==> config.mk <==
export PLATFORM = sky130hd
export DESIGN_NAME = scc_dump_timeout
export DESIGN_NICKNAME = d
export VERILOG_FILES = /design/src/rtl/scc_mem_dump_checker_pkg.sv /design/src/rtl/scc_mem_dump_checker_timeout.sv
export SDC_FILE = /design/constraint.sdc
export NUM_CORES = 1
export LEC_CHECK = 0
export ABC_AREA = 1
export CELL_PAD_IN_SITES_DETAIL_PLACEMENT = 1
export CELL_PAD_IN_SITES_GLOBAL_PLACEMENT = 1
export CORE_UTILIZATION = 45
export CTS_CLUSTER_DIAMETER = 60
export DETAILED_ROUTE_END_ITERATION = 12
export GPL_TIMING_DRIVEN = 0
export HOLD_SLACK_MARGIN = 0.15
export PLACE_DENSITY = 0.86
export SLEW_MARGIN = 5
export SYNTH_ARGS = -nofsm -noshare
export SYNTH_HDL_FRONTEND = slang
export SYNTH_SLANG_ARGS = --single-unit
==> constraint.sdc <==
create_clock -name clk -period 3.35 [get_ports clk]
set_clock_uncertainty 0.1 [all_clocks]
set_input_delay 1.005 -clock clk [delete_from_list [all_inputs] [get_ports clk]]
set_output_delay 1.005 -clock clk [all_outputs]
set_load 0.005 [all_outputs]
==> src/rtl/scc_mem_dump_checker_pkg.sv <==
// Shared types and constants for the post-halt memory dump checker.
// Imported by the checker FSM and its timeout counter.
package scc_dump_pkg;

  typedef enum logic [2:0] {
    WAIT_HALT = 3'd0,
    ISSUE     = 3'd1,
    WAIT_DATA = 3'd2,
    EMIT      = 3'd3,
    FINISH    = 3'd4,
    DONE      = 3'd5
  } dump_state_e;

  localparam int unsigned WORD_BYTES         = 32'd4;
  localparam logic [1:0]  ERR_NONE           = 2'b00;
  localparam logic [31:0] KADANE_RESULT_ADDR = 32'h0000_0500;
  localparam logic [31:0] KADANE_EXPECTED    = 32'h0000_0037;

  // Final verdict: any timeout, core error, missing or wrong watched word fails.
  function automatic logic dump_verdict(input logic timed_out, input logic found,
                                        input logic match, input logic [1:0] err);
    return !timed_out && found && match && (err == ERR_NONE);
  endfunction

endpackage

==> src/rtl/scc_mem_dump_checker_timeout.sv <==
// Enabled-cycle counter that flags the cycle in which the halt wait budget is used up.
// TIMEOUT_CYCLES = 0 disables the flag entirely.
module scc_dump_timeout
  import scc_dump_pkg::*;
#(
  parameter int unsigned TIMEOUT_CYCLES = 100000
) (
  input  logic clk,
  input  logic rst,
  input  logic en,
  input  logic clr,
  output logic terminal
);
  localparam int unsigned CNT_W = (TIMEOUT_CYCLES > 32'd1) ? $clog2(TIMEOUT_CYCLES) : 32'd1;
  localparam logic [CNT_W-1:0] TERM_VAL = CNT_W'(TIMEOUT_CYCLES - 32'd1);

  logic [CNT_W-1:0] count_q, count_d;
  logic             at_term_s;

  // terminal is seen while the TIMEOUT_CYCLES-th enabled cycle is in progress
  assign at_term_s = (TIMEOUT_CYCLES != 32'd0) && (count_q == TERM_VAL);
  assign terminal  = at_term_s;

  always_comb begin
    count_d = count_q;
    if (clr) begin
      count_d = '0;
    end else if (en && !at_term_s) begin
      count_d = count_q + CNT_W'(1);
    end else begin
      count_d = count_q;
    end
  end

  always_ff @(posedge clk or posedge rst) begin
    if (rst) begin
      count_q <= '0;
    end else begin
      count_q <= count_d;
    end
  end

endmodule

Yosys cells after proc, flatten, opt, wreduce, memory -nomap -nowiden --
Index checks and enable logic that the tools add are counted.
Word-level totals: register bits after elaboration 17, input bits 4, output and inout bits 1, word-level logic and storage cells 8
Cells by class: add/sub/neg operators 1, equality and inequality tests 1, mux-type cells 2, reduce and logical (&&, ||, !) cells 3
Operators by type and width (number):
- $mux W17 | 2
- $add A17 B1 Y17 const B | 1
- $eq A17 B17 Y1 const B | 1
- $reduce_bool A2 Y1 | 1
- $logic_and A1 B1 Y1 | 1
- $logic_not A1 Y1 | 1

Logic depth before layout (Yosys ltp) --
depth after elaboration 5, depth in mapped cells 9, depth with buffers taken out 9

Least setup slack after synthesis --
OpenSTA, ideal clock, no wires.
kind register -> output, start point register count_q[0], end point output terminal, arrival time 0.998 ns, required time 2.245 ns, path slack 1.247 ns, stages on the path, launching flop included 6, buffers on the path 0, path through dfrtp_1 ha_1 nand2_1 nor2_4 nand3_1 nor2_2
On the way: word-level cells in the longest chain between the ends 1
Ends and longest elaborated chain:
- start, declared | line scc_mem_dump_checker_timeout.sv:17 | logic [CNT_W-1:0] count_q, count_d;
- start signal, assigned | line scc_mem_dump_checker_timeout.sv:39 | count_q <= count_d;
- $eq A17 B17 Y1 | line scc_mem_dump_checker_timeout.sv:21 | assign at_term_s = (TIMEOUT_CYCLES != 32'd0) && (count_q == TERM_VAL);
- end, declared | line scc_mem_dump_checker_timeout.sv:12 | output logic terminal
Every way passes these cells.

Worst setup path after layout --
Ends and elaborated chain as after synthesis.

==> summary.txt <==
worst setup path startpoint = count_q[0]$_DFFE_PP0P_
final period utilization = 91.8%
top flop regs = count_q: 17 flops
global-route usage over all layers = 27.8%
final net count = 189
max_cap viols = 0
H-tree levels = 1
TritonCTS Buffers = 3
routability cong. = 0.877
syn_nets = 180
commonest non-fill, non-tap cell in the layout = nand2_1
Yosys cell types = 22
uppermost routed layer = met4
Avg Inst Size Synth = 6.68 um^2
final core occ = 51.5%
Reg clk slew, reported paths = 110 ps
Antenna Cells = 0
Worst Hold Launch = count_q[16]$_DFFE_PP0P_
final WL = 3250 um
FF-to-FF End = count_q[8]$_DFFE_PP0P_
R2R depth = 8
Syn Std Cell Area = 1170 um^2
post-cts sizing count = 0
register area share after synthesis = 36.4%
die width = 53.0 um
unrepaired setup endpoints after global routing = false
HP Class = reg -> reg
hold path depth = 3
First DRT Iteration DRCs = 15
post-CTS setup buffers = 0
Peak supply drop = 0.268 mV
most frequent cells in the layout = 49 x nand2_1, 32 x nand3_1, 25 x nor2_1, 17 x inv_1, 17 x dfrtp_1
cell count after synthesis = 175
initial antenna violation count = 0
routed via count = 1150
total global routing overflow = 0
pin count of the biggest net entering global routing = 18
status = finished, final reports clean
total power = 0.358 mW
Starting Density = 47.2%
first-pass GRT wire length = 5440 um
I/O pins = 5
placed insts = 209
Sw Share = 27.0%
Tmin final = 3070 ps
critical path arrival = 1970 ps
CTS root buf = clkbuf_4
vias in the first global route = 1185
Final Setup Violations = 0
Detail Route Antenna Nets = 0
WS Path Type = reg -> out
yosys warns = 0
Setup TNS = 0 ps
Skew-Pair Late Insertion Delay = 300 ps
Max-slew headroom = 53.7%
sequential share of power = 58.6%
met2 WL = 1640 um
fill count = 343
Switch Pwr = 0.0968 mW
number of synthesized register bits = 17
Slew Limit Fails = 0
Final WS setup = 275 ps
Yosys top cell area share = 36.4%
r2r startpoint = count_q[0]$_DFFE_PP0P_
reg2reg setup slack = 1690 ps
crit start category = flop
dpl hpwl = 2530 um
row count = 18
Die Y-Extent = 53.0 um
area grow syn2layout = 8.98%
met3 WL = 54 um
Post-Place Setup Slack = 619 ps
placed cell area = 1250 um^2
internal power = 0.261 mW
Residual DRC = 0
met1 WL = 1510 um
Max FO, Critical Path = 5
Fin. Hold Viols = 0
vias per cell = 5.40
hold_ws = 463 ps
Synth area leaders = dfrtp_1 36%, nand2_1 16%, nand3_1 14%, nor2_1 8.0%, inv_1 5.5%
number of I/O port buffers = 4
layout cell share with drive strength beyond 1 = 9.29%
core area = 2480 um^2
CP required = 2240 ps
cell taking the most area after synthesis = dfrtp_1
die area = 2810 um^2
register bank with the most flops = count_q
Post-CTS Hold Buffers = 0
final instance area = 1270 um^2
Comb pwr share = 8.8%
clock tree buffer depth = 2
Clock power frac = 32.6%
Max Clk Rate = 325 MHz
Finished Layout Cells = 213
leakage power = 0.553 nW
CTS tree = yes
DR pass1 iterations = 4
Routed WL per cell = 15.3 um
max reg flops = 17
Sink Count = 17
Hold Path Sink = count_q[16]$_DFFE_PP0P_
CP endpoint kind = primary output
worst slew pin tran = 694 ps
pwr/cell area = 281 nW/um^2
==> power by group through the flow <==
| stage | combinational, mW | sequential, mW | clock (mW) |
|---|---|---|---|
| after floorplan | 0.0190 | 0.213 | 0 |
| after global placement | 0.0296 | 0.214 | 0 |
| after detailed placement | 0.0316 | 0.214 | 0 |
| after CTS | 0.0320 | 0.210 | 0.122 |
| after global routing | 0.0352 | 0.211 | 0.132 |
| final | 0.0314 | 0.210 | 0.117 |
==> how the worst max path moves through the flow <==
stage                     to  slack [ps]  cells after the start
floorplan           terminal        1250                      5
global placement    terminal         670                      6
detailed placement  terminal         620                      6
CTS                 terminal         260                      6
global route        terminal         110                      6
finish              terminal         280                      6
==> cell usage after synthesis, drive strengths merged <==
library cell	n
nand2	51
nand3	33
nor2	31
dfrtp	17
inv	17
o21ai	7
nor3	4
a21oi	3
buf	3
nand4	3
xor2	3
clkinv	1
ha	1
nor3b	1
==> cell families after synthesis <==
family | after synthesis | share of synthesized area (%)
AO/OA/AOI/OAI | 10 | 4.28
adder cells (fa/ha/maj) | 1 | 1.07
AND/OR/NAND/NOR | 123 | 48.4
flip-flops | 17 | 36.4
XOR/XNOR | 3 | 2.25
buffers and inverters | 21 | 7.59
==> per-layer routing <==
metal / vias up / global-route usage (%)
met5: - / 0
met4: 0 / 11.0
met1: 558 / 33.7
met3: 5 / 3.74
met2: 10 / 48.9
li1: 577 / -
==> cell type report <==
cell class	count	area (um^2)	area share, %
plain buffers	3	21.3	1.67
clock inverters	1	5.00	0.393
inverters	18	67.6	5.30
repair buffers	4	40.0	3.14
well taps	30	37.5	2.94
clock buffers	3	22.5	1.77
multi-input cells	137	656	51.4
flip-flops and latches	17	425	33.4
==> critical path, cell delays in order (launching register included) <==
cell	delay [ps]
dfrtp_1	410
ha_1	220
nand2_1	120
nor2_4	180
nand3_1	120
nor2_2	110
clkdlybuf4s50_1	510
Note: power is estimated with default switching activity, not from simulation.
